### src/rtl/gcd_arb_pkg.sv
`default_nettype none
// ============================================================================
//  Module      : gcd_arb_pkg
//  Description : Shared constants for the GCD engine arbiter: FSM state
//                encoding, default operand width, requester id width and
//                the round-robin pointer advance helper.
//  Revision    : 1.0  initial release
// ============================================================================
package gcd_arb_pkg;

    // FSM state encoding
    localparam logic [1:0] c_ST_IDLE = 2'd0;
    localparam logic [1:0] c_ST_LOAD = 2'd1;
    localparam logic [1:0] c_ST_RUN  = 2'd2;
    localparam logic [1:0] c_ST_RESP = 2'd3;

    // Default operand/result width
    localparam int c_W_DEFAULT = 32;

    // Requester index width; covers up to 8 requesters
    localparam int c_ID_W = 3;

    // Next round-robin start point: one past the served requester, wrapping
    function automatic logic [c_ID_W-1:0] rr_next(
        input logic [c_ID_W-1:0] id,
        input logic [c_ID_W-1:0] last_id
    );
        return (id == last_id) ? '0 : id + c_ID_W'(1);
    endfunction

endpackage : gcd_arb_pkg
`default_nettype wire

### src/rtl/gcd_rr_pick.sv
`default_nettype none
// ============================================================================
//  Module      : gcd_rr_pick
//  Description : Combinational round-robin picker. Returns the first set
//                request bit at or after the pointer, wrapping N-1 -> 0.
//  Revision    : 1.0  initial release
// ============================================================================
module gcd_rr_pick
    import gcd_arb_pkg::*;
#(
    parameter int N = 4
) (
    input  logic [N-1:0]      i_req,
    input  logic [c_ID_W-1:0] i_rr_ptr,
    output logic              o_valid,
    output logic [c_ID_W-1:0] o_id
);

    localparam logic [c_ID_W:0] c_N_EXT = (c_ID_W+1)'(N);

    // Request vector widened to the full id range so any id indexes safely
    logic [(1<<c_ID_W)-1:0] w_req_ext;
    assign w_req_ext = (1<<c_ID_W)'(i_req);

    // Scan offsets from highest to lowest so the smallest offset wins
    always_comb begin
        logic [c_ID_W:0] v_sum;
        o_valid = 1'b0;
        o_id    = '0;
        v_sum   = '0;
        for (int k = N - 1; k >= 0; k--) begin
            v_sum = {1'b0, i_rr_ptr} + (c_ID_W+1)'(k);
            if (v_sum >= c_N_EXT) begin
                v_sum = v_sum - c_N_EXT;
            end
            if (w_req_ext[v_sum[c_ID_W-1:0]]) begin
                o_valid = 1'b1;
                o_id    = v_sum[c_ID_W-1:0];
            end
        end
    end

endmodule : gcd_rr_pick
`default_nettype wire

### src/rtl/gcd_arbiter.sv
`default_nettype none
// ============================================================================
//  Module      : gcd_arbiter
//  Description : Shares one GCD engine among N requesters. Grants round-robin,
//                latches operands, pulses eng_go, waits for eng_done and
//                returns the result with a one-cycle one-hot ack. Operands
//                with a zero are answered directly (a|b) without the engine.
//  Options     : GCD_ARB_TIMEOUT_EN - abort a RUN that lasts TIMEOUT cycles,
//                pulsing eng_rst and answering with rsp_err=1, rsp_data=0.
//  Revision    : 1.0  initial release
// ============================================================================
module gcd_arbiter
    import gcd_arb_pkg::*;
#(
    parameter int N       = 4,
    parameter int W       = c_W_DEFAULT,
    parameter int TIMEOUT = 1024
) (
    input  logic              clk,
    input  logic              rst,
    input  logic [N-1:0]      req,
    input  logic [N*W-1:0]    req_a,
    input  logic [N*W-1:0]    req_b,
    output logic [N-1:0]      ack,
    output logic [W-1:0]      rsp_data,
    output logic              rsp_err,
    output logic              busy,
    output logic [c_ID_W-1:0] grant_id,
    output logic              eng_go,
    output logic [W-1:0]      eng_a,
    output logic [W-1:0]      eng_b,
    output logic              eng_rst,
    input  logic [W-1:0]      eng_out,
    input  logic              eng_done
);

    localparam logic [c_ID_W-1:0] c_LAST_ID = c_ID_W'(N - 1);
    localparam logic [N-1:0]      c_ONE     = {{(N-1){1'b0}}, 1'b1};

    // Elaboration-time parameter sanity
    if (N < 2 || N > 8) begin : g_bad_n
        $error("gcd_arbiter: N must be in 2..8");
    end
    if (TIMEOUT < 1) begin : g_bad_timeout
        $error("gcd_arbiter: TIMEOUT must be at least 1");
    end

    logic [1:0]        r_state;
    logic [c_ID_W-1:0] r_rr_ptr;

    logic              w_pick_valid;
    logic [c_ID_W-1:0] w_pick_id;
    logic [W-1:0]      w_pick_a;
    logic [W-1:0]      w_pick_b;

    gcd_rr_pick #(
        .N (N)
    ) u_pick (
        .i_req    (req),
        .i_rr_ptr (r_rr_ptr),
        .o_valid  (w_pick_valid),
        .o_id     (w_pick_id)
    );

    assign w_pick_a = req_a[w_pick_id*W +: W];
    assign w_pick_b = req_b[w_pick_id*W +: W];

`ifdef GCD_ARB_TIMEOUT_EN
    localparam int                 c_CNT_W    = $clog2(TIMEOUT + 1);
    localparam logic [c_CNT_W-1:0] c_CNT_LAST = c_CNT_W'(TIMEOUT - 1);

    logic [c_CNT_W-1:0] r_run_cnt;
    logic               r_err;
`endif

    // Main FSM with operand latches, result capture and RUN cycle counter
    always_ff @(posedge clk or posedge rst) begin
        if (rst) begin
            r_state  <= c_ST_IDLE;
            r_rr_ptr <= '0;
            grant_id <= '0;
            eng_a    <= '0;
            eng_b    <= '0;
            rsp_data <= '0;
`ifdef GCD_ARB_TIMEOUT_EN
            r_run_cnt <= '0;
            r_err     <= 1'b0;
`endif
        end else begin
            case (r_state)
                c_ST_IDLE: begin
                    if (w_pick_valid) begin
                        grant_id <= w_pick_id;
                        eng_a    <= w_pick_a;
                        eng_b    <= w_pick_b;
`ifdef GCD_ARB_TIMEOUT_EN
                        r_err     <= 1'b0;
                        r_run_cnt <= '0;
`endif
                        // A zero operand makes the GCD the other operand
                        if (w_pick_a == '0 || w_pick_b == '0) begin
                            rsp_data <= w_pick_a | w_pick_b;
                            r_state  <= c_ST_RESP;
                        end else begin
                            r_state  <= c_ST_LOAD;
                        end
                    end
                end
                c_ST_LOAD: begin
                    r_state <= c_ST_RUN;
                end
                c_ST_RUN: begin
                    if (eng_done) begin
                        rsp_data <= eng_out;
                        r_state  <= c_ST_RESP;
                    end
`ifdef GCD_ARB_TIMEOUT_EN
                    else if (r_run_cnt == c_CNT_LAST) begin
                        rsp_data <= '0;
                        r_err    <= 1'b1;
                        r_state  <= c_ST_RESP;
                    end else begin
                        r_run_cnt <= r_run_cnt + c_CNT_W'(1);
                    end
`endif
                end
                c_ST_RESP: begin
                    r_rr_ptr <= rr_next(grant_id, c_LAST_ID);
                    r_state  <= c_ST_IDLE;
                end
                default: begin
                    r_state <= c_ST_IDLE;
                end
            endcase
        end
    end

    // Single-cycle strobes decoded from the state register
    assign busy   = (r_state != c_ST_IDLE);
    assign eng_go = (r_state == c_ST_LOAD);
    assign ack    = (r_state == c_ST_RESP) ? (c_ONE << grant_id) : '0;

`ifdef GCD_ARB_TIMEOUT_EN
    assign rsp_err = r_err;
    assign eng_rst = (r_state == c_ST_RESP) && r_err;
`else
    assign rsp_err = 1'b0;
    assign eng_rst = 1'b0;
`endif

endmodule : gcd_arbiter
`default_nettype wire

### config.mk
export PLATFORM = sky130hd
export DESIGN_NAME = gcd_arbiter
export DESIGN_NICKNAME = d
export VERILOG_FILES = /design/src/rtl/gcd_arb_pkg.sv /design/src/rtl/gcd_rr_pick.sv /design/src/rtl/gcd_arbiter.sv
export SDC_FILE = /design/constraint.sdc
export NUM_CORES = 1
export LEC_CHECK = 0
export ABC_AREA = 0
export CAP_MARGIN = 0
export CELL_PAD_IN_SITES_DETAIL_PLACEMENT = 1
export CELL_PAD_IN_SITES_GLOBAL_PLACEMENT = 2
export CORE_AREA = 2 2 157 159
export DETAILED_ROUTE_END_ITERATION = 6
export DIE_AREA = 0 0 159 161
export DONT_BUFFER_PORTS = 1
export PLACE_DENSITY_LB_ADDON = 0.1
export SYNTH_ARGS = -nofsm -noshare
export SYNTH_HDL_FRONTEND = slang
export SYNTH_SLANG_ARGS = --single-unit
### constraint.sdc
create_clock -name clk -period 7.6 [get_ports clk]
set_clock_uncertainty 0.1 [all_clocks]
set_input_delay 1.14 -clock clk [delete_from_list [all_inputs] [get_ports clk]]
set_output_delay 1.14 -clock clk [all_outputs]
set_load 0.02 [all_outputs]
==> results_dict.tcl <==
set metrics [dict create \
    ys.flop_type "dfrtp_1" \
    hold_violations 0 \
    rr_startpoint "r_rr_ptr[0]" \
    grt-busiest-layer "met2" \
    via_per_inst 6.000 \
    drtAntennaViolNets 0 \
    yosysWarnings 0 \
    clkTransAtPathRegs_ns 0.08 \
    r2r-end "rsp_data[14]" \
    drive_gt1_share_pct 18.30 \
    hpwl_um 29280 \
    layout.nets 1137 \
    grtUsageMet1_pct 28.26 \
    grt_pass1_wl_um 50950 \
    synth_top_area_share_pct 31.23 \
    max_slew_margin_pct 35.32 \
    min_period_over_period_pct 87.29 \
    row_count 57 \
    grtUsageMet2_pct 49.74 \
    r2r_cells 13 \
    ios 402 \
    wl_per_cell_um 30.63 \
    r2r_setup_slack_ns 0.97 \
    grt_start_max_net_pins 67 \
    yosysSeqAreaShare_pct 31.23 \
    synthArstFlopShare_pct 100.0 \
    cts_tree "built" \
    synth-edff-count 0 \
    initial_utilization_pct 34.78 \
    post_cts_buffers 0 \
    die_h_um 161 \
    ys_seq_elements 104 \
    final_common_cell "mux2i_1" \
    cap_violations 0 \
    grt_setup_unrepaired "false" \
    cts_max_level 3 \
    drcViolationCount 0 \
    wl_um 35530 \
    critical_path_arrival_ns 6.78 \
    hp-start "r_state[0]" \
    nFillCells 2787 \
    fin_area_um2 8865 \
    min_path_type "reg -> reg" \
    period_needed_ns 6.634 \
    grt_overflow 0 \
    syn_area_per_cell_um2 9.624 \
    worstPathRequired_ns 7.74 \
    path_max_fanout 32 \
    yosysUniqueCellTypes 54 \
    netlist_instances 866 \
    syn-cell-area_um2 8334 \
    p_leak_nw 3.518 \
    numCtsBuffers 9 \
    antenna_found_initial 1 \
    powerDensity_nw_per_um2 601.7 \
    end_kind "flip-flop" \
    cts_sinks 104 \
    most-common-layout-cells "mux2i_1 (126), dfrtp_1 (104), mux2_2 (94)" \
    worst-setup-path-type "reg -> reg" \
    postCtsHoldBufs 0 \
    outcome "completed" \
    place_congestion 0.8906 \
    dr_total_vias 6960 \
    fp.dieArea_um2 25600 \
    slew_violations 0 \
    ir_worst_vdd_mv 0.2526 \
    synth.largest_area_cell "dfrtp_1" \
    core_um2 23960 \
    antenna_cells 0 \
    synthTopCellsByArea "dfrtp_1 (31%), mux2i_1 (15%), mux2_2 (13%)" \
    dpl_cell_area_um2 8559 \
    min_path_cells 1 \
    area_growth_pct 6.365 \
    finalSetupViolations 0 \
    final.setup.tns_ns 0 \
    clk_path_buf_depth 2 \
    clkLatencyLatePin_ns 0.36 \
    grt.met3_usage_pct 8.552 \
    die_x_um 159 \
    cts.repair.resized 0 \
    timing.fmax_ghz 0.1507 \
    cts-root-buf "clkbuf_16" \
    cp-start-kind "flip-flop" \
    track_usage_pct 26.99 \
    hold_path_end "r_state[0]" \
    io_buffers 0 \
    drt_iter0_markers 393 \
    dr.pass1.iters 4 \
    grt_pass1_vias 7463 \
    tightest_slew_ns 0.9682 \
]
==> routing by layer <==
layer  share of wire (%)  vias to the layer above
met3                 8.2                       52
met4                 4.3                        0
li1                    -                     3128
met5                   0                        -
met1                  36                     3457
met2                  52                      323
==> registers in the layout, summed over array words and instances (netlist names) <==
register and flops:
eng_b 32, eng_a 32, r_state 2, r_rr_ptr 3, grant_id 3, rsp_data 32
==> synth_stat cells, types with 4 or more instances <==
cell type	n
nor2b_1	21
or4_1	7
mux2_1	29
nor3_1	7
nand2b_1	10
ha_1	11
mux2_2	94
nand3_1	7
a22oi_1	7
dfrtp_1	104
nor2_1	45
mux2i_1	126
mux4_2	16
buf_6	5
o21ai_0	88
and2_1	7
a21oi_1	27
a211oi_1	7
buf_2	17
clkbuf_1	26
nor4_1	42
nand2_1	90
o22ai_1	4
inv_1	11
buf_4	12
==> area by class of cell <==
cell class	count	area (um^2)	area share, %
clock buffer	9	225.2	2.541
multi-input combinational	689	5391	60.82
clock inverter	7	80.08	0.9033
timing repair buffer	15	112.6	1.270
tap	324	405.4	4.573
inverter	12	47.55	0.5363
sequential	104	2603	29.36
==> worst max-delay path, cell delays in order, from the launching register on <==
cell and delay (ns):
dfrtp_1 0.96, inv_2 0.50, ha_1 0.55, mux2_1 0.37, nand3_1 0.09, or4b_4 0.50, a21boi_4 0.76, mux2i_1 0.29
a22oi_1 0.13, a2111oi_0 0.76, nand4_1 0.36, a31oi_4 0.25, buf_4 0.42, mux2_2 0.39
==> metrics by stage <==
stage | std cells | hold WS (ns) | total power (W) | utilization (%) | worst slack (ns)
3_3_place_gp | 1144 | 0.4477 | 0.004800 | 35.72 | 1.224
6_report | 1160 | 0.4932 | 0.005334 | 36.99 | 0.9662
3_5_place_dp | 1144 | 0.4806 | 0.004907 | 35.72 | 0.9939
5_1_grt | 1160 | 0.5191 | 0.005696 | 36.99 | 0.4609
2_1_floorplan | 867 | 0.4280 | 0.003860 | - | 3.021
4_1_cts | 1160 | 0.5001 | 0.005419 | 36.99 | 0.9642
==> worst max-delay path by stage <==
stage                      from           end  slack, ns
finish              r_rr_ptr[0]  rsp_data[14]       0.97
global route        r_rr_ptr[0]  rsp_data[14]       0.46
CTS                 r_rr_ptr[0]  rsp_data[24]       0.96
detailed placement  r_rr_ptr[0]  rsp_data[15]       0.99
global placement    r_rr_ptr[0]  rsp_data[15]       1.22
floorplan           r_rr_ptr[0]  rsp_data[25]       3.02
==> where the power goes <==
group / leakage, nW / total [W] / switching (W) / internal, W
combinational: 2.15 / 0.00337 / 0.00199 / 0.00138
clock: 0.146 / 0.000495 / 0.000258 / 0.000238
sequential: 1.22 / 0.00147 / 0.000620 / 0.000847
total: 3.52 / 0.00533 / 0.00287 / 0.00247
==> cell families after synthesis <==
family | share of synthesized area, %
buffers and inverters | 4.579
muxes | 36.08
AOI/OAI and AO/OA | 11.98
other | 0.04500
adders and majority gates | 1.651
DFF | 31.23
and+or+nand+nor | 14.44
Power figures use the tool's default switching activity.
